## config.mk

```make
export PLATFORM = sky130hd
export DESIGN_NAME = thread_regfile_flat
export DESIGN_NICKNAME = d
export VERILOG_FILES = /design/src/rtl/gpu_pkg.sv /design/src/rtl/thread_regfile_if.sv /design/src/rtl/thread_regfile.sv /design/src/flat_wrapper.sv
export SDC_FILE = /design/constraint.sdc
export NUM_CORES = 1
export LEC_CHECK = 0
export CORE_ASPECT_RATIO = 1.4
export CORE_MARGIN = 2
export CORE_UTILIZATION = 52
export CTS_CLUSTER_SIZE = 16
export DETAILED_ROUTE_END_ITERATION = 7
export GPL_ROUTABILITY_DRIVEN = 0
export GPL_TIMING_DRIVEN = 1
export PLACE_DENSITY = 0.76
export RECOVER_POWER = 100
export SKIP_LAST_GASP = 1
export SYNTH_ARGS = -nofsm -noshare
export SYNTH_HDL_FRONTEND = slang
export SYNTH_SLANG_ARGS = --single-unit
```

## constraint.sdc

```tcl
create_clock -name clk -period 1.9 [get_ports clk]
set_input_delay 0.19 -clock clk [delete_from_list [all_inputs] [get_ports clk]]
set_output_delay 0.19 -clock clk [all_outputs]
set_load 0.03 [all_outputs]
```

## src/rtl/gpu_pkg.sv

```systemverilog
// Shared GPU definitions: core FSM encodings, writeback source select,
// special register indices and the default datapath width.
package gpu_pkg;

    localparam int unsigned DATA_BITS_DEFAULT = 8;

    typedef enum logic [2:0] {
        CORE_IDLE    = 3'b000,
        CORE_FETCH   = 3'b001,
        CORE_DECODE  = 3'b010,
        CORE_REQUEST = 3'b011,
        CORE_WAIT    = 3'b100,
        CORE_EXECUTE = 3'b101,
        CORE_UPDATE  = 3'b110,
        CORE_DONE    = 3'b111
    } core_state_e;

    typedef enum logic [1:0] {
        MUX_ALU  = 2'b00,
        MUX_LSU  = 2'b01,
        MUX_IMM  = 2'b10,
        MUX_RSVD = 2'b11
    } reg_input_mux_e;

    // Read-only special registers occupy the top of the register file.
    localparam logic [3:0] R_BLOCK_IDX  = 4'd13;
    localparam logic [3:0] R_BLOCK_DIM  = 4'd14;
    localparam logic [3:0] R_THREAD_IDX = 4'd15;

endpackage

```

## src/rtl/thread_regfile_if.sv

```systemverilog
// Decoded-instruction, execution-result and operand signals between the
// core and one thread's register file.
interface thread_regfile_if
    import gpu_pkg::*;
#(
    parameter int unsigned DATA_BITS = DATA_BITS_DEFAULT
);
    logic                 enable;
    logic [DATA_BITS-1:0] block_id;
    logic [2:0]           core_state;
    logic [3:0]           decoded_rd_address;
    logic [3:0]           decoded_rs_address;
    logic [3:0]           decoded_rt_address;
    logic                 decoded_reg_write_enable;
    logic [1:0]           decoded_reg_input_mux;
    logic [DATA_BITS-1:0] decoded_immediate;
    logic [DATA_BITS-1:0] alu_out;
    logic [DATA_BITS-1:0] lsu_out;
    logic [DATA_BITS-1:0] rs;
    logic [DATA_BITS-1:0] rt;
    logic                 ro_write_err;

    // Core side: drives control and results, receives operands.
    modport master (
        output enable, block_id, core_state,
        output decoded_rd_address, decoded_rs_address, decoded_rt_address,
        output decoded_reg_write_enable, decoded_reg_input_mux, decoded_immediate,
        output alu_out, lsu_out,
        input  rs, rt, ro_write_err
    );

    // Register file side.
    modport slave (
        input  enable, block_id, core_state,
        input  decoded_rd_address, decoded_rs_address, decoded_rt_address,
        input  decoded_reg_write_enable, decoded_reg_input_mux, decoded_immediate,
        input  alu_out, lsu_out,
        output rs, rt, ro_write_err
    );

endinterface

```

## src/rtl/thread_regfile.sv

```systemverilog
// Per-thread register file: 13 general registers plus read-only blockIdx,
// blockDim and threadIdx. Operands are latched in REQUEST, results written
// back in UPDATE.
module thread_regfile
    import gpu_pkg::*;
#(
    parameter int unsigned THREADS_PER_BLOCK = 4,
    parameter int unsigned THREAD_ID         = 0,
    parameter int unsigned DATA_BITS         = DATA_BITS_DEFAULT
) (
    input logic             clk,
    input logic             reset,
    thread_regfile_if.slave bus
);

    localparam int unsigned NUM_REGS = 16;

    logic [DATA_BITS-1:0] r_regs [NUM_REGS];
    logic [DATA_BITS-1:0] r_rs;
    logic [DATA_BITS-1:0] r_rt;
    logic                 r_err;

    logic                 w_wr_req;
    logic                 w_rd_ro;
    logic                 w_mux_rsvd;
    logic                 w_wr_ok;
    logic                 w_wr_bad;
    logic [DATA_BITS-1:0] w_wr_data;

    assign w_wr_req   = bus.enable && (bus.core_state == CORE_UPDATE)
                        && bus.decoded_reg_write_enable;
    assign w_rd_ro    = bus.decoded_rd_address >= R_BLOCK_IDX;
    assign w_mux_rsvd = bus.decoded_reg_input_mux == MUX_RSVD;
    assign w_wr_ok    = w_wr_req && !w_rd_ro && !w_mux_rsvd;
    assign w_wr_bad   = w_wr_req && (w_rd_ro || w_mux_rsvd);

    // Select the writeback source.
    always_comb begin
        w_wr_data = '0;
        case (bus.decoded_reg_input_mux)
            MUX_ALU: w_wr_data = bus.alu_out;
            MUX_LSU: w_wr_data = bus.lsu_out;
            MUX_IMM: w_wr_data = bus.decoded_immediate;
            default: w_wr_data = '0;
        endcase
    end

    // Register array, operand latch and sticky error flag.
    always_ff @(posedge clk) begin
        if (reset) begin
            for (int i = 0; i < int'(R_BLOCK_DIM); i++) begin
                r_regs[i] <= '0;
            end
            r_regs[R_BLOCK_DIM]  <= DATA_BITS'(THREADS_PER_BLOCK);
            r_regs[R_THREAD_IDX] <= DATA_BITS'(THREAD_ID);
            r_rs                 <= '0;
            r_rt                 <= '0;
            r_err                <= 1'b0;
        end else if (bus.enable) begin
            // blockIdx tracks the core every active cycle; R14/R15 are never
            // written outside reset.
            r_regs[R_BLOCK_IDX] <= bus.block_id;
            if (w_wr_ok) begin
                r_regs[bus.decoded_rd_address] <= w_wr_data;
            end
            if (w_wr_bad) begin
                r_err <= 1'b1;
            end
            if (bus.core_state == CORE_REQUEST) begin
                r_rs <= r_regs[bus.decoded_rs_address];
                r_rt <= r_regs[bus.decoded_rt_address];
            end
        end
    end

    assign bus.rs           = r_rs;
    assign bus.rt           = r_rt;
    assign bus.ro_write_err = r_err;

endmodule

```

## src/flat_wrapper.sv

```systemverilog
// flat-port wrapper written by rule: the top's interface ports become plain ports
module thread_regfile_flat import gpu_pkg::*;
#(
    parameter int unsigned THREADS_PER_BLOCK = 4,
    parameter int unsigned THREAD_ID         = 0,
    parameter int unsigned DATA_BITS         = DATA_BITS_DEFAULT
)
  (clk, reset, bus_enable, bus_block_id, bus_core_state, bus_decoded_rd_address, bus_decoded_rs_address, bus_decoded_rt_address, bus_decoded_reg_write_enable, bus_decoded_reg_input_mux, bus_decoded_immediate, bus_alu_out, bus_lsu_out, bus_rs, bus_rt, bus_ro_write_err);
  thread_regfile_if #(.DATA_BITS(DATA_BITS)) bus_i ();
  input logic clk;
  input logic reset;
  input wire logic [$bits(bus_i.enable)-1:0] bus_enable;
  input wire logic [$bits(bus_i.block_id)-1:0] bus_block_id;
  input wire logic [$bits(bus_i.core_state)-1:0] bus_core_state;
  input wire logic [$bits(bus_i.decoded_rd_address)-1:0] bus_decoded_rd_address;
  input wire logic [$bits(bus_i.decoded_rs_address)-1:0] bus_decoded_rs_address;
  input wire logic [$bits(bus_i.decoded_rt_address)-1:0] bus_decoded_rt_address;
  input wire logic [$bits(bus_i.decoded_reg_write_enable)-1:0] bus_decoded_reg_write_enable;
  input wire logic [$bits(bus_i.decoded_reg_input_mux)-1:0] bus_decoded_reg_input_mux;
  input wire logic [$bits(bus_i.decoded_immediate)-1:0] bus_decoded_immediate;
  input wire logic [$bits(bus_i.alu_out)-1:0] bus_alu_out;
  input wire logic [$bits(bus_i.lsu_out)-1:0] bus_lsu_out;
  output wire logic [$bits(bus_i.rs)-1:0] bus_rs;
  output wire logic [$bits(bus_i.rt)-1:0] bus_rt;
  output wire logic [$bits(bus_i.ro_write_err)-1:0] bus_ro_write_err;
  assign bus_i.enable = bus_enable;
  assign bus_i.block_id = bus_block_id;
  assign bus_i.core_state = bus_core_state;
  assign bus_i.decoded_rd_address = bus_decoded_rd_address;
  assign bus_i.decoded_rs_address = bus_decoded_rs_address;
  assign bus_i.decoded_rt_address = bus_decoded_rt_address;
  assign bus_i.decoded_reg_write_enable = bus_decoded_reg_write_enable;
  assign bus_i.decoded_reg_input_mux = bus_decoded_reg_input_mux;
  assign bus_i.decoded_immediate = bus_decoded_immediate;
  assign bus_i.alu_out = bus_alu_out;
  assign bus_i.lsu_out = bus_lsu_out;
  assign bus_rs = bus_i.rs;
  assign bus_rt = bus_i.rt;
  assign bus_ro_write_err = bus_i.ro_write_err;
  thread_regfile #(.THREADS_PER_BLOCK(THREADS_PER_BLOCK), .THREAD_ID(THREAD_ID), .DATA_BITS(DATA_BITS)) u_core (.clk(clk), .reset(reset), .bus(bus_i));
endmodule
```

==> flow_summary_export.csv <==
group,metric,value,unit
flow_run,max_cap_violations,0,
drt,drt-pass1-iter-count,6,
drt,ant_nets,0,
setup_path,required,2.00,ns
cells_and_area,antenna_cells,0,
global_routing,met1_usage,0.362,
timing,finClkSkew,0.00942,ns
floorplan,io_pins,70,
timing,rsz0062_at_grt,"no",
clock_tree,clock_path_buffers,2,
timing,slew_violations,0,
cells_and_area,design_area,9320,um^2
logic_synthesis,yosys_warnings,0,
place,preCtsSetupSlack,-0.270,ns
timing,setup_violations,0,
cells_and_area,area_delta_synth_final,26.1,%
global_routing,grt_max_degree,37,
logic_synthesis,seq_area_frac_synth,0.566,
timing,tns,0,ns
cells_and_area,layout.cells.non_filler,909,
place,portBuffers,69,
cells_and_area,final_nets,764,
place,place_hpwl,15200,um
clock_tree,cts_tree,"done",
power_and_ir_drop,total_power,7.82,mW
global_routing,top_usage_layer,"met2",
cells_and_area,drive_gt1_frac,0.206,
logic_synthesis,async_flop_share,0,
timing,hold_violations,0,
clock_tree,worstSkewPairLatency,0.42,ns
drt,totalWireLength,21100,um
power_and_ir_drop,power_density,839,nW/um^2
logic_synthesis,ys_seq_elements,145,
global_routing,gr-usage-all-layers,0.288,
cells_and_area,finish.utilization,0.670,
floorplan,dieHeight,145,um
floorplan,dieArea,15200,um^2
logic_synthesis,synthCells,578,
logic_synthesis,synth.distinct_cells,32,
clock_tree,ctsResizeCount,0,
global_routing,grt_pass1_wl,32700,um
global_routing,use_met3,0.0588,
setup_path,worstSetupEndpointType,"register",
floorplan,initial_core_util,0.532,
run_status,status,"complete, no violations",
floorplan,rows,51,
timing,relSlewSlack,0.419,
place,dp.cells,877,
setup_path,cp-start-kind,"input port",
logic_synthesis,post-synth-top-area-fraction,0.520,
drt,first_iter_violations,618,
global_routing,gr-usage-met2,0.466,
clock_tree,hold_buffers,0,
hold_path,hold_path.class,"in -> reg",
drt,vias,5618,
logic_synthesis,syn_area,7400,um^2
logic_synthesis,ys.flop_type,"edfxtp_1",
clock_tree,cts_buffers,17,
power_and_ir_drop,leakagePower,3.51,nW
global_routing,overflow,0,
timing,whs,0.426,ns
logic_synthesis,yosys-top-cells-area,"edfxtp_1 52%, mux2i_1 9.7%, mux4_2 9.7%",
drt,wl_per_cell,23.2,um
clock_tree,htreeDepth,4,
logic_synthesis,syn_area_per_cell,12.8,um^2
power_and_ir_drop,irDropWorstVdd,0.000610,V
timing,period_needed,1.83,ns
clock_tree,cts_root_buffer,"clkbuf_16",
cells_and_area,n_fill_cell,1047,
setup_path,crit_fanout,13,
clock_tree,post_cts_buffers,0,
drt,viasPerCell,6.18,
global_routing,grt_antenna_before_repair,0,
floorplan,core_area,13900,um^2
timing,fmax,546,MHz
floorplan,floorplan.die.width,105,um
setup_path,critical_path_class,"in -> reg",
clock_tree,clock_sinks,145,
global_routing,grt_pass1_vias,5761,
setup_path,critical_path_arrival,1.93,ns
place,placed_cell_area,8910,um^2
logic_synthesis,yosys.area.top_type,"edfxtp_1",
logic_synthesis,synth_edf_count,128,
timing,post-route-period-util,0.963,
timing,fin_ws,0.0700,ns
drt,drc,0,
timing,tightestPinTransition,0.872,ns
clock_tree,clkTransAtPathRegs,0.06,ns
metal layers:
metal	vias up	part of all wire
met5	-	0
met4	0	0.051
met3	72	0.091
met2	378	0.49
met1	2717	0.37
li1	2451	-
registers in the layout, summed over array words and instances (netlist names):
| signal | cells |
|---|---|
| u_core.bus.rt | 8 |
| u_core.bus.ro_write_err | 1 |
| u_core.bus.rs | 8 |
| u_core.r_regs | 128 |
layout make-up:
cell class | instances | area (um^2) | area share
sequential | 145 | 4180 | 0.449
multi-input combinational | 403 | 3020 | 0.324
timing repair buffer | 142 | 1330 | 0.143
clock buffer | 18 | 429 | 0.0460
tap | 185 | 231 | 0.0248
clock inverter | 14 | 118 | 0.0126
inverter | 2 | 7.51 | 0.000805
power by group:
| part | switching (mW) | leakage, nW | internal (mW) |
|---|---|---|---|
| combinational | 0.517 | 1.87 | 0.463 |
| clock | 1.39 | 0.271 | 1.71 |
| sequential | 0.109 | 1.37 | 3.64 |
| total | 2.01 | 3.51 | 5.81 |
kinds of logic after synthesis:
kind of cell           after synthesis  synth area share
AOI/OAI and AO/OA                   61            0.0623
buffers and inverters               44            0.0266
DFF                                145             0.566
muxes                              104             0.195
other                                2           0.00102
and+or+nand+nor                    222             0.150
placed cells by master, fill, tap and decap left out, types with 4 or more instances in the layout:
master / count
inv_6: 5
nand3_1: 37
nor3_1: 4
clkbuf_2: 18
and2_0: 7
a22oi_1: 48
clkbuf_16: 17
buf_12: 13
nor2b_1: 10
conb_1: 16
dfxtp_1: 17
mux2i_1: 72
clkbuf_1: 4
a21oi_1: 9
nand2b_1: 10
edfxtp_1: 128
nor2_1: 116
dlygate4sd3_1: 17
mux4_2: 32
buf_4: 38
clkdlybuf4s50_1: 50
nand2_1: 18
cell usage after synthesis, types with 10 or more instances:
| cell | n |
|---|---|
| nand3_1 | 32 |
| nor2_1 | 116 |
| a22oi_1 | 48 |
| nand2b_1 | 13 |
| mux2i_1 | 72 |
| edfxtp_1 | 128 |
| nand2_1 | 18 |
| nor2b_1 | 10 |
| mux4_2 | 32 |
| buf_2 | 13 |
| and2_1 | 10 |
| clkbuf_1 | 24 |
| dfxtp_1 | 17 |
worst max-delay path: stages:
cell	delay, ns
clkdlybuf4s50_1	0.53
nand2b_1	0.11
a2111oi_2	0.48
buf_12	0.20
nand4_2	0.18
nand2b_2	0.24
final timing paths:
path	startpoint	endpoint	slack, ns	cells after the start
max	bus_enable	u_core.r_regs[12][3]$_SDFFCE_PN0P_	0.07	6
min	bus_block_id[2]	u_core.r_regs[13][2]$_DFFE_PP_	0.43	2
max reg2reg	u_core.r_regs[13][3]$_DFFE_PP_	u_core.bus.rs[3]$_SDFFE_PP0P_	0.49	3
min reg2reg	u_core.bus.rt[7]$_SDFFE_PP0P_	u_core.bus.rt[7]$_SDFFE_PP0P_	0.46	2
No activity file was read; power rests on OpenSTA's default activity.
